<file path="config.mk">
export PLATFORM = sky130hd
export DESIGN_NAME = wb_burst_reader_flat
export DESIGN_NICKNAME = d
export VERILOG_FILES = /design/src/rtl/wb_burst_reader_if.sv /design/src/rtl/wb_burst_reader.sv /design/src/flat_wrapper.sv
export SDC_FILE = /design/constraint.sdc
export NUM_CORES = 1
export LEC_CHECK = 0
export ABC_CLOCK_PERIOD_IN_PS = 11340
export BUFFER_PORTS_ARGS = -buffer_cell sky130_fd_sc_hd__clkbuf_2
export CAP_MARGIN = 10
export CORE_MARGIN = 5
export CORE_UTILIZATION = 55
export CTS_BUF_LIST = sky130_fd_sc_hd__clkbuf_4 sky130_fd_sc_hd__clkbuf_8
export DETAILED_ROUTE_END_ITERATION = 16
export PLACE_DENSITY = 0.81
export SLEW_MARGIN = 25
export SYNTH_ARGS = -nofsm -noshare
export SYNTH_HDL_FRONTEND = slang
export SYNTH_SLANG_ARGS = --single-unit
</file>
<file path="constraint.sdc">
create_clock -name wb_clk -period 11.34 [get_ports wb_clk]
set_clock_uncertainty 0.2 [all_clocks]
set_input_delay 1.701 -clock wb_clk [delete_from_list [all_inputs] [get_ports wb_clk]]
set_output_delay 1.701 -clock wb_clk [all_outputs]
set_load 0.01 [all_outputs]
</file>
<file path="src/rtl/wb_burst_reader_if.sv">
// Signal bundle between the burst reader and its environment: command port,
// Wishbone B3 read-master signals and the output word stream.
// The master modport is the reader side; the slave modport is the environment side.
interface wb_burst_reader_if #(
  parameter int LEN_W = 16
);
  // command
  logic             cmd_valid;
  logic             cmd_ready;
  logic [31:0]      cmd_adr;
  logic [LEN_W-1:0] cmd_len;
  logic             busy;
  logic             done;
  logic             err;
  // wishbone
  logic [31:0]      wb_adr_o;
  logic [2:0]       wb_cti_o;
  logic [1:0]       wb_bte_o;
  logic             wb_we_o;
  logic [3:0]       wb_sel_o;
  logic             wb_cyc_o;
  logic             wb_stb_o;
  logic [31:0]      wb_dat_i;
  logic             wb_ack_i;
  logic             wb_err_i;
  logic             wb_rty_i;
  // output stream
  logic             dout_valid;
  logic             dout_ready;
  logic [31:0]      dout_data;

  modport master (
    input  cmd_valid, cmd_adr, cmd_len,
    output cmd_ready, busy, done, err,
    output wb_adr_o, wb_cti_o, wb_bte_o, wb_we_o, wb_sel_o, wb_cyc_o, wb_stb_o,
    input  wb_dat_i, wb_ack_i, wb_err_i, wb_rty_i,
    output dout_valid, dout_data,
    input  dout_ready
  );

  modport slave (
    output cmd_valid, cmd_adr, cmd_len,
    input  cmd_ready, busy, done, err,
    input  wb_adr_o, wb_cti_o, wb_bte_o, wb_we_o, wb_sel_o, wb_cyc_o, wb_stb_o,
    output wb_dat_i, wb_ack_i, wb_err_i, wb_rty_i,
    input  dout_valid, dout_data,
    output dout_ready
  );
endinterface

</file>
<file path="src/rtl/wb_burst_reader.sv">
// Wishbone B3 incrementing-burst read master feeding a valid/ready word stream via an internal FIFO.
// Latency: cyc/stb rise one cycle after command accept; ack'd words are readable one cycle later; done one cycle after the last beat.
// Backpressure: stb is withheld while fewer than 2 FIFO slots are free (same-cycle pop counted); cyc stays high and adr holds.
// Optional: define WB_BURST_READER_RTY_EN to retry beats on wb_rty_i (up to RTY_LIMIT times) instead of aborting.
module wb_burst_reader #(
  parameter int FIFO_DEPTH = 8,
  parameter int LEN_W      = 16,
  parameter int RTY_LIMIT  = 4
) (
  input logic               wb_clk,
  input logic               wb_rst_n,
  wb_burst_reader_if.master bus
);
  localparam int PTR_W = $clog2(FIFO_DEPTH);
  localparam int CNT_W = PTR_W + 1;
  localparam logic [CNT_W-1:0] DEPTH_C = CNT_W'(FIFO_DEPTH);

  typedef enum logic [1:0] {
    S_IDLE     = 2'd0,
    S_BURST    = 2'd1,
    S_ERR_WAIT = 2'd2
  } state_t;

  state_t           r_state, w_state_nxt;
  logic [31:0]      r_adr, w_adr_nxt;
  logic [LEN_W-1:0] r_rem, w_rem_nxt;
  logic             r_done, w_done_nxt;
  logic             r_err, w_err_nxt;

  logic [31:0]      r_mem [FIFO_DEPTH];
  logic [PTR_W-1:0] r_wptr, r_rptr;
  logic [CNT_W-1:0] r_count;
  logic [CNT_W:0]   w_free;

  logic w_cyc, w_stb, w_room, w_push, w_pop, w_abort, w_retry;

  assign w_cyc  = (r_state == S_BURST);
  assign w_pop  = (r_count != '0) && bus.dout_ready;
  // Free slots after this cycle's pop; two are needed so a late ack always has a home.
  assign w_free = {1'b0, DEPTH_C} - {1'b0, r_count} + {{CNT_W{1'b0}}, w_pop};
  assign w_room = (w_free >= (CNT_W+1)'(2));
  assign w_stb  = w_cyc && w_room;
  // err and rty both override a simultaneous ack, so the word is never stored.
  assign w_push = w_stb && bus.wb_ack_i && !bus.wb_err_i && !bus.wb_rty_i;

`ifdef WB_BURST_READER_RTY_EN
  localparam int RTY_W = $clog2(RTY_LIMIT + 1);
  logic [RTY_W-1:0] r_rty_cnt;
  logic             w_rty_exhausted;

  assign w_rty_exhausted = (r_rty_cnt == RTY_W'(RTY_LIMIT));
  assign w_retry = w_cyc && bus.wb_rty_i && !bus.wb_err_i && !w_rty_exhausted;
  assign w_abort = w_cyc && (bus.wb_err_i || (bus.wb_rty_i && w_rty_exhausted));

  // Consecutive-retry count for the beat in flight; any stored word or idle time clears it.
  always_ff @(posedge wb_clk) begin
    if (!wb_rst_n || w_push || r_state == S_IDLE) begin
      r_rty_cnt <= '0;
    end else if (w_retry) begin
      r_rty_cnt <= r_rty_cnt + 1'b1;
    end
  end
`else
  logic w_unused_rty_cfg;
  assign w_unused_rty_cfg = (RTY_LIMIT > 0);
  assign w_retry = 1'b0;
  assign w_abort = w_cyc && (bus.wb_err_i || bus.wb_rty_i);
`endif

  // Command sequencing: next state, beat address/remaining count and the done/err pulse.
  always_comb begin
    w_state_nxt = r_state;
    w_adr_nxt   = r_adr;
    w_rem_nxt   = r_rem;
    w_done_nxt  = 1'b0;
    w_err_nxt   = 1'b0;
    case (r_state)
      S_IDLE: begin
        if (bus.cmd_valid) begin
          if (bus.cmd_len == '0) begin
            w_done_nxt = 1'b1;
          end else begin
            w_adr_nxt   = {bus.cmd_adr[31:2], 2'b00};
            w_rem_nxt   = bus.cmd_len;
            w_state_nxt = S_BURST;
          end
        end
      end
      S_BURST: begin
        if (w_abort) begin
          w_state_nxt = S_IDLE;
          w_done_nxt  = 1'b1;
          w_err_nxt   = 1'b1;
        end else if (w_retry) begin
          w_state_nxt = S_ERR_WAIT;
        end else if (w_push) begin
          w_adr_nxt = r_adr + 32'd4;
          w_rem_nxt = r_rem - 1'b1;
          if (r_rem == LEN_W'(1)) begin
            w_state_nxt = S_IDLE;
            w_done_nxt  = 1'b1;
          end
        end
      end
      S_ERR_WAIT: begin
        w_state_nxt = S_BURST;
      end
      default: begin
        w_state_nxt = S_IDLE;
      end
    endcase
  end

  // FSM and command registers.
  always_ff @(posedge wb_clk) begin
    if (!wb_rst_n) begin
      r_state <= S_IDLE;
      r_adr   <= '0;
      r_rem   <= '0;
      r_done  <= 1'b0;
      r_err   <= 1'b0;
    end else begin
      r_state <= w_state_nxt;
      r_adr   <= w_adr_nxt;
      r_rem   <= w_rem_nxt;
      r_done  <= w_done_nxt;
      r_err   <= w_err_nxt;
    end
  end

  // FIFO pointers and occupancy; push and pop in one cycle leave the count unchanged.
  always_ff @(posedge wb_clk) begin
    if (!wb_rst_n) begin
      r_wptr  <= '0;
      r_rptr  <= '0;
      r_count <= '0;
    end else begin
      if (w_push) r_wptr <= r_wptr + 1'b1;
      if (w_pop)  r_rptr <= r_rptr + 1'b1;
      case ({w_push, w_pop})
        2'b10:   r_count <= r_count + 1'b1;
        2'b01:   r_count <= r_count - 1'b1;
        default: r_count <= r_count;
      endcase
    end
  end

  // FIFO storage; contents need no reset since occupancy gates visibility.
  always_ff @(posedge wb_clk) begin
    if (w_push) r_mem[r_wptr] <= bus.wb_dat_i;
  end

  // A slave must not ack into a full FIFO that is not draining this cycle.
  always_ff @(posedge wb_clk) begin
    if (wb_rst_n) begin
      assert (!(w_cyc && bus.wb_ack_i && (r_count == DEPTH_C) && !w_pop));
    end
  end

  assign bus.cmd_ready  = (r_state == S_IDLE);
  assign bus.busy       = (r_state != S_IDLE);
  assign bus.done       = r_done;
  assign bus.err        = r_err;
  assign bus.wb_adr_o   = r_adr;
  assign bus.wb_cti_o   = !w_cyc ? 3'b000 : (r_rem == LEN_W'(1)) ? 3'b111 : 3'b010;
  assign bus.wb_bte_o   = 2'b00;
  assign bus.wb_we_o    = 1'b0;
  assign bus.wb_sel_o   = 4'hF;
  assign bus.wb_cyc_o   = w_cyc;
  assign bus.wb_stb_o   = w_stb;
  assign bus.dout_valid = (r_count != '0);
  assign bus.dout_data  = r_mem[r_rptr];
endmodule
</file>
<file path="src/flat_wrapper.sv">
// flat-port wrapper written by rule: the top's interface ports become plain ports
module wb_burst_reader_flat 
#(
  parameter int FIFO_DEPTH = 8,
  parameter int LEN_W      = 16,
  parameter int RTY_LIMIT  = 4
)
  (wb_clk, wb_rst_n, bus_cmd_valid, bus_cmd_adr, bus_cmd_len, bus_cmd_ready, bus_busy, bus_done, bus_err, bus_wb_adr_o, bus_wb_cti_o, bus_wb_bte_o, bus_wb_we_o, bus_wb_sel_o, bus_wb_cyc_o, bus_wb_stb_o, bus_wb_dat_i, bus_wb_ack_i, bus_wb_err_i, bus_wb_rty_i, bus_dout_valid, bus_dout_data, bus_dout_ready);
  wb_burst_reader_if #(.LEN_W(LEN_W)) bus_i ();
  input logic wb_clk;
  input logic wb_rst_n;
  input wire logic [$bits(bus_i.cmd_valid)-1:0] bus_cmd_valid;
  input wire logic [$bits(bus_i.cmd_adr)-1:0] bus_cmd_adr;
  input wire logic [$bits(bus_i.cmd_len)-1:0] bus_cmd_len;
  output wire logic [$bits(bus_i.cmd_ready)-1:0] bus_cmd_ready;
  output wire logic [$bits(bus_i.busy)-1:0] bus_busy;
  output wire logic [$bits(bus_i.done)-1:0] bus_done;
  output wire logic [$bits(bus_i.err)-1:0] bus_err;
  output wire logic [$bits(bus_i.wb_adr_o)-1:0] bus_wb_adr_o;
  output wire logic [$bits(bus_i.wb_cti_o)-1:0] bus_wb_cti_o;
  output wire logic [$bits(bus_i.wb_bte_o)-1:0] bus_wb_bte_o;
  output wire logic [$bits(bus_i.wb_we_o)-1:0] bus_wb_we_o;
  output wire logic [$bits(bus_i.wb_sel_o)-1:0] bus_wb_sel_o;
  output wire logic [$bits(bus_i.wb_cyc_o)-1:0] bus_wb_cyc_o;
  output wire logic [$bits(bus_i.wb_stb_o)-1:0] bus_wb_stb_o;
  input wire logic [$bits(bus_i.wb_dat_i)-1:0] bus_wb_dat_i;
  input wire logic [$bits(bus_i.wb_ack_i)-1:0] bus_wb_ack_i;
  input wire logic [$bits(bus_i.wb_err_i)-1:0] bus_wb_err_i;
  input wire logic [$bits(bus_i.wb_rty_i)-1:0] bus_wb_rty_i;
  output wire logic [$bits(bus_i.dout_valid)-1:0] bus_dout_valid;
  output wire logic [$bits(bus_i.dout_data)-1:0] bus_dout_data;
  input wire logic [$bits(bus_i.dout_ready)-1:0] bus_dout_ready;
  assign bus_i.cmd_valid = bus_cmd_valid;
  assign bus_i.cmd_adr = bus_cmd_adr;
  assign bus_i.cmd_len = bus_cmd_len;
  assign bus_cmd_ready = bus_i.cmd_ready;
  assign bus_busy = bus_i.busy;
  assign bus_done = bus_i.done;
  assign bus_err = bus_i.err;
  assign bus_wb_adr_o = bus_i.wb_adr_o;
  assign bus_wb_cti_o = bus_i.wb_cti_o;
  assign bus_wb_bte_o = bus_i.wb_bte_o;
  assign bus_wb_we_o = bus_i.wb_we_o;
  assign bus_wb_sel_o = bus_i.wb_sel_o;
  assign bus_wb_cyc_o = bus_i.wb_cyc_o;
  assign bus_wb_stb_o = bus_i.wb_stb_o;
  assign bus_i.wb_dat_i = bus_wb_dat_i;
  assign bus_i.wb_ack_i = bus_wb_ack_i;
  assign bus_i.wb_err_i = bus_wb_err_i;
  assign bus_i.wb_rty_i = bus_wb_rty_i;
  assign bus_dout_valid = bus_i.dout_valid;
  assign bus_dout_data = bus_i.dout_data;
  assign bus_i.dout_ready = bus_dout_ready;
  wb_burst_reader #(.FIFO_DEPTH(FIFO_DEPTH), .LEN_W(LEN_W), .RTY_LIMIT(RTY_LIMIT)) u_core (.wb_clk(wb_clk), .wb_rst_n(wb_rst_n), .bus(bus_i));
endmodule
</file>
# ---- After elaboration in Yosys (flattened, before gate mapping)
# Memories as Yosys holds them, arrays and structs flattened. A register that Yosys moved wholly into a read port is not among the register bits.
# Cells that the tools add are included.
dict set report op_classes {
  n_reduce_logical 18
  n_eq_ne 11
  n_mux 30
  n_addsub 8
  n_lt_le_gt_ge 1
}
# op n
set ops {}
lappend ops {{32-bit two-way mux} 4}
lappend ops {{16-bit two-way mux} 4}
lappend ops {{32-bit case mux with 2 select lines} 1}
lappend ops {{32-bit by 3-bit adder with 32-bit output (second input constant)} 1}
lappend ops {{16-bit case mux with 2 select lines} 1}
lappend ops {{16-bit by 1-bit == test with 1-bit output (second input constant)} 1}
lappend ops {{16-bit logical NOT} 1}
lappend ops {{16-bit by 1-bit subtractor with 16-bit output (second input constant)} 1}
lappend ops {{3-bit two-way mux} 4}
lappend ops {{2-bit two-way mux} 5}
lappend ops {{1-bit two-way mux} 8}
lappend ops {{2-bit != test (second input constant)} 4}
lappend ops {{4-bit case mux with 2 select lines} 1}
lappend ops {{3-bit by 1-bit adder with 3-bit output (second input constant)} 2}
lappend ops {{1-bit logical AND} 6}
lappend ops {{3-bit != test (second input constant)} 2}
lappend ops {{2-bit case mux with 3 select lines} 1}
lappend ops {{2-bit nonzero test} 3}
lappend ops {{5-bit by 1-bit adder with 5-bit output} 1}
lappend ops {{5-bit by 2-bit greater-or-equal comparator with 1-bit output (second input constant)} 1}
lappend ops {{5-bit AND reduction} 1}
lappend ops {{4-bit by 4-bit subtractor with 5-bit output (first input constant)} 1}
lappend ops {{4-bit by 1-bit adder with 4-bit output (second input constant)} 1}
lappend ops {{2-bit by 1-bit == test with 1-bit output (second input constant)} 2}
lappend ops {{9 further kinds} 11}
dict set report totals {
  inputBits 87
  mem_bits_rw 256
  regBits 62
  mem_count 1
  wordCells 77
  out_inout_bits 81
}
# name words word_bits rd rd_clocked_by_memory_dff wr line_no
set mem_list {}
lappend mem_list {u_core.r_mem 8 32 1 1 1 wb_burst_reader.sv:30} ;# logic [31:0] r_mem [FIFO_DEPTH];

# ---- Longest topological paths before layout
dict set report depth {
  ltp_word 11
  depth_mapped 18
  mapped_depth_nobuf 16
}

# ---- Least setup slack after synthesis
# OpenSTA, ideal clock, no wires.
dict set report synth_timing {
  path_type {input to register}
  from {input port bus_dout_ready}
  to {memory u_core.r_mem[1][0] (enable)}
  setup_ps 513
  cell_stages 9
  arrival_ps 6255
  setup_slack_ps 4371
  required_time_ps 10627
  n_path_buf 0
  path_cell_list {nand2_1 -> ha_1 -> inv_1 -> ha_1 -> or4b_1 -> nand4_2 -> nor2_8 -> inv_4 -> nor4b_1}
}
dict set report synth_between {
  elab_chain_cells 9
}
# item line_no
set synth_lines {}
lappend synth_lines {{start, declared} flat_wrapper.sv:32} ;# input wire logic [$bits(bus_i.dout_ready)-1:0] bus_dout_ready;
lappend synth_lines {{1-bit logical AND} wb_burst_reader.sv:38} ;# assign w_pop = (r_count != '0) && bus.dout_ready;
lappend synth_lines {{5-bit by 1-bit adder with 5-bit output} wb_burst_reader.sv:40} ;# assign w_free = {1'b0, DEPTH_C} - {1'b0, r_count} + {{CNT_W{1'b0}}, w_pop};
lappend synth_lines {{5-bit by 2-bit greater-or-equal comparator with 1-bit output} wb_burst_reader.sv:41} ;# assign w_room = (w_free >= (CNT_W+1)'(2));
lappend synth_lines {{1-bit logical AND} wb_burst_reader.sv:42} ;# assign w_stb = w_cyc && w_room;
lappend synth_lines {{1-bit logical AND (3 in a row)} wb_burst_reader.sv:44} ;# assign w_push = w_stb && bus.wb_ack_i && !bus.wb_err_i && !bus.wb_rty_i;
lappend synth_lines {{1-bit two-way mux} wb_burst_reader.sv:150} ;# if (w_push) r_mem[r_wptr] <= bus.wb_dat_i;
lappend synth_lines {{1-bit two-way mux (implied by the code)} wb_burst_reader.sv:150}
lappend synth_lines {{end, declared} wb_burst_reader.sv:30}
# No other way between the ends.

# ---- Final worst setup path
dict set report layout_timing {
  from {input port bus_dout_ready}
  to {output port bus_wb_stb_o}
}
dict set report layout_between {
  elab_chain_cells 4
}
# item line_no
set layout_lines {}
lappend layout_lines {{1-bit logical AND} wb_burst_reader.sv:38}
lappend layout_lines {{5-bit by 1-bit adder with 5-bit output} wb_burst_reader.sv:40}
lappend layout_lines {{5-bit by 2-bit greater-or-equal comparator with 1-bit output} wb_burst_reader.sv:41}
lappend layout_lines {{1-bit logical AND} wb_burst_reader.sv:42}
lappend layout_lines {{end, declared} flat_wrapper.sv:25} ;# output wire logic [$bits(bus_i.wb_stb_o)-1:0] bus_wb_stb_o;
# No other way between the ends.

==> impl_metrics.tcl <==
set metrics [dict create \
    post_cts_buffers 0 \
    crit_type "in2out" \
    p_clk_share_pct 38.3 \
    dp_hpwl_um 17300 \
    synth_xor_area_share_pct 0.520 \
    start_util_pct 55.6 \
    crit_arrival_ps 3290 \
    slowest_delay_ps 560 \
    insertion_delay_ps 560 \
    hp-class "reg2reg" \
    fill_cells 1742 \
    drive_gt1_share_pct 34.7 \
    grt_antenna_before_repair 0 \
    dieArea_sq_um 27800 \
    wl_per_cell_um 20.5 \
    num_vias 8365 \
    worstMarginPinSlew_ps 1010 \
    switching_share_pct 22.6 \
    synthArstFlopShare_pct 0 \
    yosysWarnings 0 \
    route.detailed.drc 0 \
    path_buf_inv 3 \
    synth-seq-area-share_pct 66.2 \
    layout.cells.non_filler 1414 \
    leakagePower_uw 0.00528 \
    combinationalPowerShare_pct 7.7 \
    power.switching_uw 542 \
    whs_path_depth 2 \
    area_delta_synth_final_pct 14.9 \
    cp_top_family "simple AND/OR/NAND/NOR gates" \
    p_int_uw 1860 \
    totalWireLength_um 28900 \
    setup_viol_count_final 0 \
    place.gp.congestion 0.873 \
    postSynthCellCount 891 \
    yosys.area_share.simple_pct 8.51 \
    portBuffers 156 \
    grt_first_pass_wirelength_um 45300 \
    place_inst 1330 \
    dr.pass1.iters 5 \
    cts_tree "yes" \
    postCtsHoldBufs 0 \
    finalCritPeriodShare_pct 45.7 \
    power.density_nw_per_um2 155 \
    ys_types 67 \
    status "completed" \
    worstPathCellList "clkbuf_2, nand2_1, ha_1, inv_1, ha_1, or4b_1, nand2_1, nor2_1, clkbuf_2" \
    synth-edff-count 256 \
    p_seq_share_pct 54.1 \
    maxCapViolCount 0 \
    cts_buffers 48 \
    grt_pass1_vias 8410 \
    syn_area_sq_um 13500 \
    row_count 57 \
    via_per_inst 5.92 \
    synth-seq-cells 318 \
    final_hold_viol_count 0 \
    clockBufferDepth 3 \
    synthAdderAreaFrac_pct 0.928 \
    die_y_um 167 \
    peakVddDrop_v 0.0000780 \
    drv_slew 0 \
    tns_ps 0 \
    worst_ep_required_time_ps 9440 \
    ant_nets 0 \
    diodes 0 \
    yosys_most_used_dff "edfxtp_1" \
    io_pins 168 \
    htree_levels 2 \
    dr.first_iter.drc_count 749 \
    synth_top_family_by_area "multiplexers" \
    synthMuxAreaShare_pct 13.6 \
    clkTransAtPathRegs_ps 60 \
    synth.avg_cell_area_sq_um 15.1 \
    slew_headroom_pct 32.8 \
    die-width_um 167 \
    start_kind "input pin" \
    grt_max_degree 70 \
    period_minus_slack_ps 5190 \
    root_buffer "clkbuf_8" \
    cp_max_fo 3 \
    fin_nets 1153 \
    max_freq_ghz 0.193 \
    fin_util_pct 63.9 \
    end_kind "primary output" \
    core_area_sq_um 24200 \
    cts_resized 0 \
    grt_usage_pct 20.4 \
    synth_compound_area_share_pct 7.41 \
    rsz0062_at_grt "no" \
    r2r_cells 16 \
    clkSinkCount 318 \
    path_depth 9 \
    cp_slowest_cell "or4b_1" \
    grt_overflow 0 \
]
power by group through the flow:
stage | clock (uW) | combinational [uW] | sequential, uW
3_5_place_dp | 0 | 184 | 1320
4_1_cts | 938 | 185 | 1300
5_1_grt | 995 | 203 | 1300
3_3_place_gp | 0 | 179 | 1320
6_report | 919 | 184 | 1300
2_1_floorplan | 0 | 124 | 1320
worst paths after layout:
path | start | endpoint | slack (ps)
worst max-delay path | bus_dout_ready | bus_wb_stb_o | 6150
worst min-delay path | u_core.r_rem[13]$_SDFFE_PN0P_ | u_core.r_rem[13]$_SDFFE_PN0P_ | 260
worst max register to register | u_core.r_count[1]$_SDFFE_PN0P_ | u_core.r_count[2]$_SDFFE_PN0P_ | 6950
worst min register to register | u_core.r_rem[13]$_SDFFE_PN0P_ | u_core.r_rem[13]$_SDFFE_PN0P_ | 260
sequential cells by signal, summed over array words and instances, names as in the netlist, named ones only:
| register | cells |
|---|---|
| u_core.r_mem | 256 |
| u_core.bus.wb_adr_o | 30 |
| u_core.r_rem | 16 |
| u_core.r_count | 4 |
| u_core.r_rptr | 3 |
| u_core.r_wptr | 3 |
| u_core.bus.done | 1 |
| u_core.bus.err | 1 |
| u_core.r_state | 1 |
worst min-delay path: cells and delay by family (launching register included):
kind / cells / cell delay (ps)
flops: 1 / 310
simple gates: 1 / 50
compound gates: 1 / 50
cell usage after synthesis, types with 3 or more instances:
cell       count  area share (%)
nor4_2         3            0.28
edfxtp_1     256              57
o21a_1         9            0.50
nand3b_1       3            0.17
a21o_1         7            0.39
dfxtp_1       62             9.2
mux4_2        64              11
o21ai_0       43             1.6
or4_1          6            0.33
a21oi_1       59             2.2
or3_1          4            0.19
o31a_1         5            0.32
o22ai_1        9            0.42
buf_4         16            0.89
nand2b_1       4            0.19
nor2_1        32            0.89
nor3b_1        6            0.33
buf_1          3           0.083
mux2i_1        3            0.22
mux2_2        32             2.7
and3_1         8            0.37
xor2_1         4            0.26
nor3_1        13            0.48
nand3_1       13            0.48
a31oi_1        7            0.32
buf_2         10            0.37
ha_1          10            0.93
inv_1         10            0.28
nand2_1       65             1.8
xnor2_1        4            0.26
nor2b_1       10            0.46
o2bb2ai_1      6            0.39
a21boi_0       4            0.22
nor4_1        12            0.56
clkbuf_1      33            0.92
nand4_1       14            0.65
logic make-up (layout without fill, tap and decap cells):
group / after synthesis / count (layout)
xor gates and xnor gates: 8 / 8
muxes: 99 / 99
DFF: 318 / 318
adders and majority gates: 10 / 10
AOI/OAI and AO/OA: 166 / 166
and+or+nand+nor: 212 / 212
buffers and inverters: 76 / 268
other: 2 / 9
routing by layer:
layer  up-vias  track usage (%)  routed length, um
li1       3832                -                  -
met1      4150             28.1              11900
met2       342             33.5              14400
met3        41             4.20               2050
met4         0             5.48                563
met5         -                0                  0
per-stage QoR:
step           hold slack (ps)  power, uW  cell area (sq um)  setup slack (ps)
6_report                   264       2400              15500              6150
3_5_place_dp               249       1510              14500              6150
2_1_floorplan              230       1440              13500              4370
4_1_cts                    256       2420              15500              6140
5_1_grt                    292       2500              15500              6050
3_3_place_gp               245       1500              14500              6180
cells in the final DEF (no fill, tap or decap), drive strengths merged, types with 13 or more instances in the layout:
cell / synthesis / layout
nor3: 14 / 14
nor4: 15 / 15
a21oi: 59 / 59
clkbuf: 33 / 233
inv: 11 / 13
mux2: 32 / 32
dfxtp: 62 / 62
nand4: 15 / 15
buf: 31 / 16
nand2: 66 / 66
nor2: 33 / 33
mux4: 64 / 64
o21ai: 44 / 44
nand3: 13 / 13
edfxtp: 256 / 256
area by class of cell:
class,count,area (sq um),area share (%)
multi-input combinational,504,4260,27.5
inverter,12,47.5,0.307
clock inverter,7,43.8,0.283
timing repair buffer,172,901,5.81
clock buffer,77,903,5.83
tap,324,405,2.62
sequential,318,8940,57.7
(Power assumes the default switching activity.)
